`config.mk`:
```
export PLATFORM = sky130hd
export DESIGN_NAME = cpu_phase_ctrl
export DESIGN_NICKNAME = d
export VERILOG_FILES = /design/src/rtl/cpu_defs.sv /design/src/rtl/mem_tmo.sv /design/src/rtl/cpu_phase_ctrl.sv
export SDC_FILE = /design/constraint.sdc
export NUM_CORES = 1
export LEC_CHECK = 0
export CAP_MARGIN = 20
export CORE_MARGIN = 2
export CORE_UTILIZATION = 49
export DETAILED_ROUTE_END_ITERATION = 6
export PLACE_DENSITY = 0.76
export RECOVER_POWER = 50
export SYNTH_ARGS = -nofsm -noshare
export SYNTH_HDL_FRONTEND = slang
export SYNTH_SLANG_ARGS = --single-unit
```
`constraint.sdc`:
```
create_clock -name clk -period 1.97 [get_ports clk]
set_input_delay 0.2955 -clock clk [delete_from_list [all_inputs] [get_ports clk]]
set_output_delay 0.2955 -clock clk [all_outputs]
set_load 0.02 [all_outputs]
```
`src/rtl/cpu_defs.sv`:
```
// Shared definitions for the cpu1 phase sequencer.
// Phase codes double as the debug display encoding.
package cpu_defs;

  localparam logic [2:0] PH_STOP   = 3'd0;
  localparam logic [2:0] PH_FETCH  = 3'd1;
  localparam logic [2:0] PH_DECODE = 3'd2;
  localparam logic [2:0] PH_EXEC   = 3'd3;
  localparam logic [2:0] PH_MEM    = 3'd4;
  localparam logic [2:0] PH_WB     = 3'd5;
  localparam logic [2:0] PH_HALT   = 3'd6;
  localparam logic [2:0] PH_ERR    = 3'd7;

  localparam int TMO_W_DEF  = 4;
  localparam int ICNT_W_DEF = 32;

  typedef enum logic [2:0] {
    S_STOP   = PH_STOP,
    S_FETCH  = PH_FETCH,
    S_DECODE = PH_DECODE,
    S_EXEC   = PH_EXEC,
    S_MEM    = PH_MEM,
    S_WB     = PH_WB,
    S_HALT   = PH_HALT,
    S_ERR    = PH_ERR
  } state_e;

endpackage

```
`src/rtl/mem_tmo.sv`:
```
// Memory-wait timeout counter: clear/increment with a flag
// raised on the increment that reaches the terminal count.
module mem_tmo #(
  parameter int TMO_W = 4
) (
  input  logic clk,
  input  logic reset,
  input  logic clr_i,
  input  logic inc_i,
  output logic tc_o
);

  localparam logic [TMO_W-1:0] ONES = '1;
  localparam logic [TMO_W-1:0] LAST = ONES - TMO_W'(1);

  logic [TMO_W-1:0] cnt_q;
  logic [TMO_W-1:0] cnt_d;

  always_comb begin
    cnt_d = cnt_q;
    if (clr_i) begin
      cnt_d = '0;
    end else if (inc_i) begin
      cnt_d = cnt_q + TMO_W'(1);
    end
  end

  assign tc_o = inc_i && (cnt_q == LAST);

  always_ff @(posedge clk) begin
    if (reset) begin
      cnt_q <= '0;
    end else begin
      cnt_q <= cnt_d;
    end
  end

endmodule

```
`src/rtl/cpu_phase_ctrl.sv`:
```
// Instruction-phase sequencer for cpu1: phase FSM, regm
// load strobes, run/step/halt control and memory timeout.
module cpu_phase_ctrl
  import cpu_defs::*;
#(
  parameter int TMO_W  = TMO_W_DEF,
  parameter int ICNT_W = ICNT_W_DEF
) (
  input  logic              clk,
  input  logic              reset,
  input  logic              run,
  input  logic              step,
  input  logic              need_mem,
  input  logic              halt_req,
  input  logic              mem_ready,
  output logic              mem_req,
  output logic              ir_cen,
  output logic              pc_cen,
  output logic              res_cen,
  output logic              rf_wen,
  output logic [2:0]        phase,
  output logic              halted,
  output logic              bus_err,
  output logic [ICNT_W-1:0] icnt
);

  state_e            state_q;
  state_e            state_d;
  logic              mem_flag_q;
  logic              mem_flag_d;
  logic              step_q;
  logic [ICNT_W-1:0] icnt_q;
  logic [ICNT_W-1:0] icnt_d;

  logic step_edge;
  logic tmo_inc;
  logic tmo_clr;
  logic tmo_tc;
  logic mreq_c;
  logic ir_c;
  logic pc_c;
  logic res_c;
  logic rf_c;

  assign step_edge = step & ~step_q;
  assign tmo_inc   = ((state_q == S_FETCH) || (state_q == S_MEM))
                     && !mem_ready;
  assign tmo_clr   = (state_d != state_q)
                     && ((state_d == S_FETCH) || (state_d == S_MEM));

  mem_tmo #(
    .TMO_W (TMO_W)
  ) u_tmo (
    .clk   (clk),
    .reset (reset),
    .clr_i (tmo_clr),
    .inc_i (tmo_inc),
    .tc_o  (tmo_tc)
  );

  always_comb begin
    state_d    = state_q;
    mem_flag_d = mem_flag_q;
    icnt_d     = icnt_q;
    mreq_c     = 1'b0;
    ir_c       = 1'b0;
    pc_c       = 1'b0;
    res_c      = 1'b0;
    rf_c       = 1'b0;
    unique case (state_q)
      S_STOP: begin
        if (run || step_edge) state_d = S_FETCH;
      end
      S_FETCH: begin
        mreq_c = 1'b1;
        if (mem_ready) begin
          ir_c    = 1'b1;
          pc_c    = 1'b1;
          state_d = S_DECODE;
        end else if (tmo_tc) begin
          state_d = S_ERR;
        end
      end
      S_DECODE: begin
        mem_flag_d = need_mem;
        state_d    = halt_req ? S_HALT : S_EXEC;
      end
      S_EXEC: begin
        res_c   = 1'b1;
        state_d = mem_flag_q ? S_MEM : S_WB;
      end
      S_MEM: begin
        mreq_c = 1'b1;
        if (mem_ready) begin
          res_c   = 1'b1;
          state_d = S_WB;
        end else if (tmo_tc) begin
          state_d = S_ERR;
        end
      end
      S_WB: begin
        rf_c    = 1'b1;
        icnt_d  = icnt_q + ICNT_W'(1);
        state_d = run ? S_FETCH : S_STOP;
      end
      S_HALT: ;
      S_ERR: ;
    endcase
  end

  always_ff @(posedge clk) begin
    if (reset) begin
      state_q    <= S_STOP;
      mem_flag_q <= 1'b0;
      step_q     <= 1'b0;
      icnt_q     <= '0;
    end else begin
      state_q    <= state_d;
      mem_flag_q <= mem_flag_d;
      step_q     <= step;
      icnt_q     <= icnt_d;
    end
  end

  // Reset aborts the current phase, so no strobe may leak out
  assign mem_req = mreq_c & ~reset;
  assign ir_cen  = ir_c & ~reset;
  assign pc_cen  = pc_c & ~reset;
  assign res_cen = res_c & ~reset;
  assign rf_wen  = rf_c & ~reset;
  assign halted  = (state_q == S_HALT) & ~reset;
  assign bus_err = (state_q == S_ERR) & ~reset;
  assign phase   = state_q;
  assign icnt    = icnt_q;

endmodule
```
==> summary.md <==
| Metric | Value |
|---|---|
| Post-Synthesis Cell Area | `between 2000 and 2500 µm²` |
| Critical path required time | `1.67 ns` |
| Initial antenna violation count | `0` |
| Fmax | `516 MHz` |
| Worst Tran Pin Value | `0.495 ns` |
| Final worst slack | `0.0327 ns` |
| Wire per inst | `~13 µm` |
| Ratio of cells with drive above 1 in the final layout | `0.132` |
| Final Hold Violating Endpoints | `0` |
| Routed vias | `around 1,800` |
| Setup Viol. Count Final | `0` |
| CTS tree | `yes` |
| Routability cong. | `0.848` |
| Startpoint Class | `register` |
| Pint | `0.00128 W` |
| Input/output buffers | `48` |
| Top post-synthesis cells by area | `dfxtp_1 (40%), xor2_1 (9.5%), nor2_1 (6.9%), nand4_1 (3.7%), xnor2_1 (3.5%)` |
| WL final | `4420 µm` |
| DRT iter0 DRCs | `85` |
| Most frequent cells in the layout | `dfxtp_1 (40), clkdlybuf4s50_1 (40), nor2_1 (37)` |
| Final net count | `304` |
| I/O pin count | `49` |
| Width of the die | `68.3 µm` |
| First-pass GRT wire length | `roughly 7000 µm` |
| Filler cells | `350` |
| DRT Pass-1 Iters | `4` |
| Leakage | `1.05 nW` |
| Hold Startpoint | `mem_flag_q$_SDFFE_PP0N_` |
| CTS Buf Count | `5` |
| Total GRT Usage | `0.203` |
| ANT nets after route | `0` |
| Total chip power | `0.00173 W` |
| GR Overflow Total | `0` |
| Via density | `between 5 and 6` |
| Cell Rows | `23` |
| Post-route DRC | `0` |
| Initial Util | `0.507` |
| Status | `finished clean` |
| CTS Buffer Depth | `2` |
| Largest net degree at the start of global routing | `27` |
| Maximum VDD drop | `362 µV` |
| Mapped Cells | `236` |
| Register area share after synthesis | `0.405` |
| Area growth from synthesis to layout | `35.0%` |
| Hold-fix buffers, CTS | `0` |
| Min-Delay Path Class | `register to register` |
| Later-pin clock latency in the skew report | `0.30 ns` |
| Post-CTS Setup Bufs | `0` |
| Die area | `about 4700 µm²` |
| CP endpoint kind | `output port` |
| Syn nets | `246` |
| Crit-path max FO | `7` |
| Crit Path Class | `register to output port` |
| Arrival @ worst endpoint | `between 1.5 and 2 ns` |
| P_sw | `about 0.00045 W` |
| Worst-path clk slew | `0.08 ns` |
| RSZ-0062 raised after global routing | `true` |
| Number of synthesized flops with an enable pin | `0` |
| Power per cell area | `between 600 and 700 nW/µm²` |
| H-tree Lvls | `2` |
| Dpl ws | `-0.231 ns` |
| Max-slew violations | `0` |
| Sw Share | `0.262` |
| Slew headroom | `0.666` |
| Synth unique cells | `43` |
| Part of the power in registers | `0.500` |
| Mean Syn Cell Area | `about 8.6 µm²` |
| Combinational cell fraction of total power | `0.148` |
| Dominant synthesized flop cell | `dfxtp_1` |
| Final core area utilization | `0.684` |
| Tmin final | `1.94 ns` |
| Ys Warns | `0` |
| Share of total power in the clock network | `0.352` |
| Post-DP HPWL | `3270 µm` |
| CTS Sinks | `41` |
| Post-synthesis register bit count | `41` |
| Async SR Flop Fraction | `0` |
| Fin crit share | `0.983` |
| Clock skew | `0.00325 ns` |
| R2R Path Start | `phase[1]$_SDFF_PP0_` |
| Area leader, netlist | `dfxtp_1` |
| Post-synth top area share | `0.405` |
| Antenna Cells | `0` |
| MaxCap Viol Count | `0` |
| Clk root buf | `clkbuf_8` |
| Die height | `68.3 µm` |
| Core Footprint | `4000 µm²` |
| Worst Setup SP | `phase[1]$_SDFF_PP0_` |
| Vias in the first global route | `1,598` |
[timing repair]
action,CTS,global route
resized for setup,8,2
pin swaps,0,1
endpoints found under the setup margin,7,5
[through the flow]
stage	cells	area, µm²	TNS (ns)	hold WS [ns]
floorplan	236	2030	0	0.424
global placement	337	2630	-0.808	0.461
detailed placement	337	2630	-0.932	0.476
CTS	345	2730	0	0.487
global route	345	2740	-0.106	0.515
finish	345	2740	0	0.482
[worst max-delay path: stages, from the launching register on]
cell and delay [ns]:
dfxtp_1 0.39, nand2b_1 0.20, or2_2 0.30, nor3_2 0.11, dlygate4sd2_1 0.35
[path summary, 6_finish.rpt]
kind         slack, ns                       to  cells past startpoint
max               0.03                   pc_cen                      4
min reg2reg       0.48  mem_flag_q$_SDFFE_PP0N_                      2
min               0.48  mem_flag_q$_SDFFE_PP0N_                      2
max reg2reg       0.10    icnt[29]$_SDFFE_PP0N_                      6
[logic make-up after synthesis]
group	after synthesis	synth area share
compound gates	29	0.0821
xor+xnor	30	0.130
simple gates	115	0.317
fa+ha+maj	3	0.0185
buf+inv	17	0.0426
mux	1	0.00494
flops	41	0.405
[cells in the mapped netlist (3+ instances only)]
cell type  number
a211oi_1        3
a21oi_1        10
a31oi_1         3
and4_1          4
buf_2           3
clkbuf_1        7
dfxtp_1        41
ha_1            3
inv_1           3
nand2_1        16
nand2b_1        4
nand3_1         9
nand4_1        12
nor2_1         37
nor3_1          3
o21ai_0        10
or3_1           5
xnor2_1         8
xor2_1         22
[routing by layer]
layer / wire (µm) / GRT usage / vias up
met4: 51 / 0.0625 / 0
met1: 2190 / 0.269 / 847
met2: 1980 / 0.318 / 42
li1: - / - / 927
met3: 201 / 0.0576 / 7
met5: 0 / 0 / -
[power groups by stage]
stage                     Clock (W)  Combinational [W]  Sequential (W)
final                      0.000610           0.000255        0.000865
after CTS                  0.000622           0.000254        0.000864
after detailed placement          0           0.000259        0.000883
after global placement            0           0.000258        0.000882
after global routing       0.000654           0.000277        0.000868
after floorplan                   0           0.000157        0.000889
[registers in the layout, summed over array words and instances (netlist names)]
signal / cells
u_tmo.cnt_q: 4
phase: 3
step_q: 1
icnt: 32
mem_flag_q: 1
[cell type report]
| class | instances | area [µm²] | share of cell area |
|---|---|---|---|
| Clock buffer | 7 | 96.3 | 0.0352 |
| Clock inverter | 1 | 5.00 | 0.00183 |
| Inverter | 3 | 11.3 | 0.00412 |
| Multi-Input combinational cell | 178 | 1140 | 0.416 |
| Sequential cell | 41 | 822 | 0.300 |
| Tap cell | 50 | 62.6 | 0.0229 |
| Timing Repair Buffer | 65 | 602 | 0.220 |
(Power assumes the default switching activity.)
==> patch: new RTL, config.mk and constraints unchanged <==
Change the package constant `TMO_W_DEF` from 4 to 6.
--- a/src/rtl/cpu_defs.sv
+++ b/src/rtl/cpu_defs.sv
@@ -12,5 +12,5 @@
   localparam logic [2:0] PH_ERR    = 3'd7;
 
-  localparam int TMO_W_DEF  = 4;
+  localparam int TMO_W_DEF  = 6;
   localparam int ICNT_W_DEF = 32;
 
Check against the original RTL: no difference found for any inputs over 10 cycles, from zero or initial values and one cycle with reset high; that may be too few to reach the edited logic, so the function may still have changed.
==> patch against the unedited design <==
  * Final area rose by 14%
  * The flow now finishes with violations (setup timing)
  * Hold slack better by 0.0033 ns
  * Sequential share of layout area down 2.0 points
  * Via count rose by 30%
  * Power grew 16%
  * Count of clock-buffer cells in the layout down 1
  * Sequential cell count is 2 higher
  * Routed wire length is 36% higher
  * Critical endpoint is now icnt[25]
  * Sequential power increased by 5.9%
  * Setup slack got worse by 0.038 ns
  * Final cell count rose by 12%
  * Synthesized area rose by 9.5%
==> patch: results (changes against the unedited design) <==
* Drt first-iter violations at 225 (was 85)
* WP data arrival at 2.21 ns (was 1.64 ns)
* Largest cells by area after synthesis: dfxtp_1 39%, o31ai_1 6.8%, or4_1 6.8% (was dfxtp_1 40%, xor2_1 9.5%, nor2_1 6.9%)
* Antenna Diode Count at 0 (unchanged)
* Drt first pass iters at 5 (was 4)
* Setup violations, final at 1 (was 0)
* Outcome: finished with violations (was finished clean)
* Fin nets at 345 (was 304)
* Worst Hold Launch: u_tmo.cnt_q[5] (was mem_flag_q)
* RD Place Congestion at 0.8509 (was 0.8478)
* Sequential share of the synthesized area at 0.3878 (was 0.4049)
* H-Tree Depth at 2 (unchanged)
* Clock Skew at 0.004181 ns (was 0.003254 ns)
* Leak at 1.053 nW (was 1.054 nW)
* Crit path max-delay family: simple AND/OR/NAND/NOR gates (unchanged)
* Vias in the first global route at 2048 (was 1598)
* Most common library cells after synthesis: 43 x dfxtp_1, 28 x a21oi_1, 20 x o31ai_1, 20 x or4_1 (was 41 x dfxtp_1, 37 x nor2_1, 22 x xor2_1)
* GRT Total Usage at 0.2230 (was 0.2029)
* # fillers at 372 (was 350)
* Largest net degree at the start of global routing at 32 (was 27)
* Worst slew margin at 0.6313 (was 0.6662)
* TNS Setup at -0.005058 ns (was 0 ns)
* Violated checks: setup timing
* Sw frac at 0.2753 (was 0.2616)
* Maximum VDD drop at 0.4416 mV (was 0.3617 mV)
* Worst-path cell with the longest stage delay: or4_4 (was dfxtp_1)
* First-pass GRT wire length at 9273 um (was 7148 um)
* CP peak stage delay at 0.58 ns (was 0.39 ns)
* Drt total wl at 5993 um (was 4421 um)
* Final WS setup at -0.005058 ns (was 0.03269 ns)
* Syn_nets at 279 (was 246)
* DP HPWL at 3566 um (was 3269 um)
* DR vias/cell at 6.103 (was 5.284)
* Crit-path max FO at 6 (was 7)
* Layout cells sized above 1 at 0.1905 (was 0.1322)
## patch: power by group through the flow
| stage | clock network [mW] | registers [mW] | logic, mW |
|---|---|---|---|
| 2_1_floorplan | 0 | 0.954 | 0.192 |
| 3_3_place_gp | 0 | 0.936 | 0.358 |
| 3_5_place_dp | 0 | 0.937 | 0.360 |
| 4_1_cts | 0.729 | 0.917 | 0.359 |
| 5_1_grt | 0.772 | 0.918 | 0.392 |
| 6_report | 0.726 | 0.916 | 0.358 |
## patch: worst reg2reg max path: stages (launching register included)
cell and delay [ns]:
dfxtp_1 0.32, nand4b_4 0.20, buf_6 0.14, or4_4 0.58, or4_4 0.54, a21oi_2 0.13
## patch: cell type report
type	count	area, um^2	share of cell area
Clock buffer	6	82.58	0.02656
Clock inverter	2	35.03	0.01127
Inverter	10	41.29	0.01328
Multi-Input combinational cell	199	1326	0.4266
Sequential cell	43	873.3	0.2809
Tap cell	52	65.06	0.02093
Timing Repair Buffer	76	685.7	0.2205
## patch: final timing paths
path | endpoint | slack (ns) | cells after the start
worst max-delay path | icnt[25] | -0.005 | 5
worst min-delay path | u_tmo.cnt_q[5] | 0.49 | 2
worst max register to register | icnt[25] | -0.005 | 5
worst min register to register | u_tmo.cnt_q[5] | 0.49 | 2
## patch: routing by layer
metal	up-vias	global-route usage	routed length, um
met3	12	0.04782	319
met1	1111	0.2962	2701
li1	1159	-	-
met4	0	0.08595	97
met2	86	0.3560	2874
met5	-	0	0
## patch: through the flow
step | setup WS, ns | area (um^2) | util | std cells | hold WS [ns]
2_1_floorplan | -0.03313 | 2240 | - | 269 | 0.4237
3_3_place_gp | -0.09280 | 2865 | 0.6580 | 370 | 0.4639
3_5_place_dp | -0.1020 | 2865 | 0.6580 | 370 | 0.4706
4_1_cts | 0.0004576 | 2983 | 0.6851 | 379 | 0.4841
5_1_grt | -0.04625 | 3109 | 0.7141 | 388 | 0.5153
6_report | -0.005058 | 3109 | 0.7141 | 388 | 0.4857
## patch: logic make-up (layout without fill, tap and decap cells)
group / after synthesis / after routing / synth area share
simple gates: 111 / 115 / 0.2942
compound gates: 68 / 68 / 0.1883
flops: 43 / 43 / 0.3878
buf+inv: 31 / 94 / 0.06088
xor+xnor: 12 / 12 / 0.04735
fa+ha+maj: 3 / 3 / 0.01691
mux: 1 / 1 / 0.004510
## patch: what timing repair did
action                     CTS  global route
setup buffers                0             6
resized for setup            7            32
cloned                       1             3
setup endpoints to repair    8            22
pin swaps                    1            11
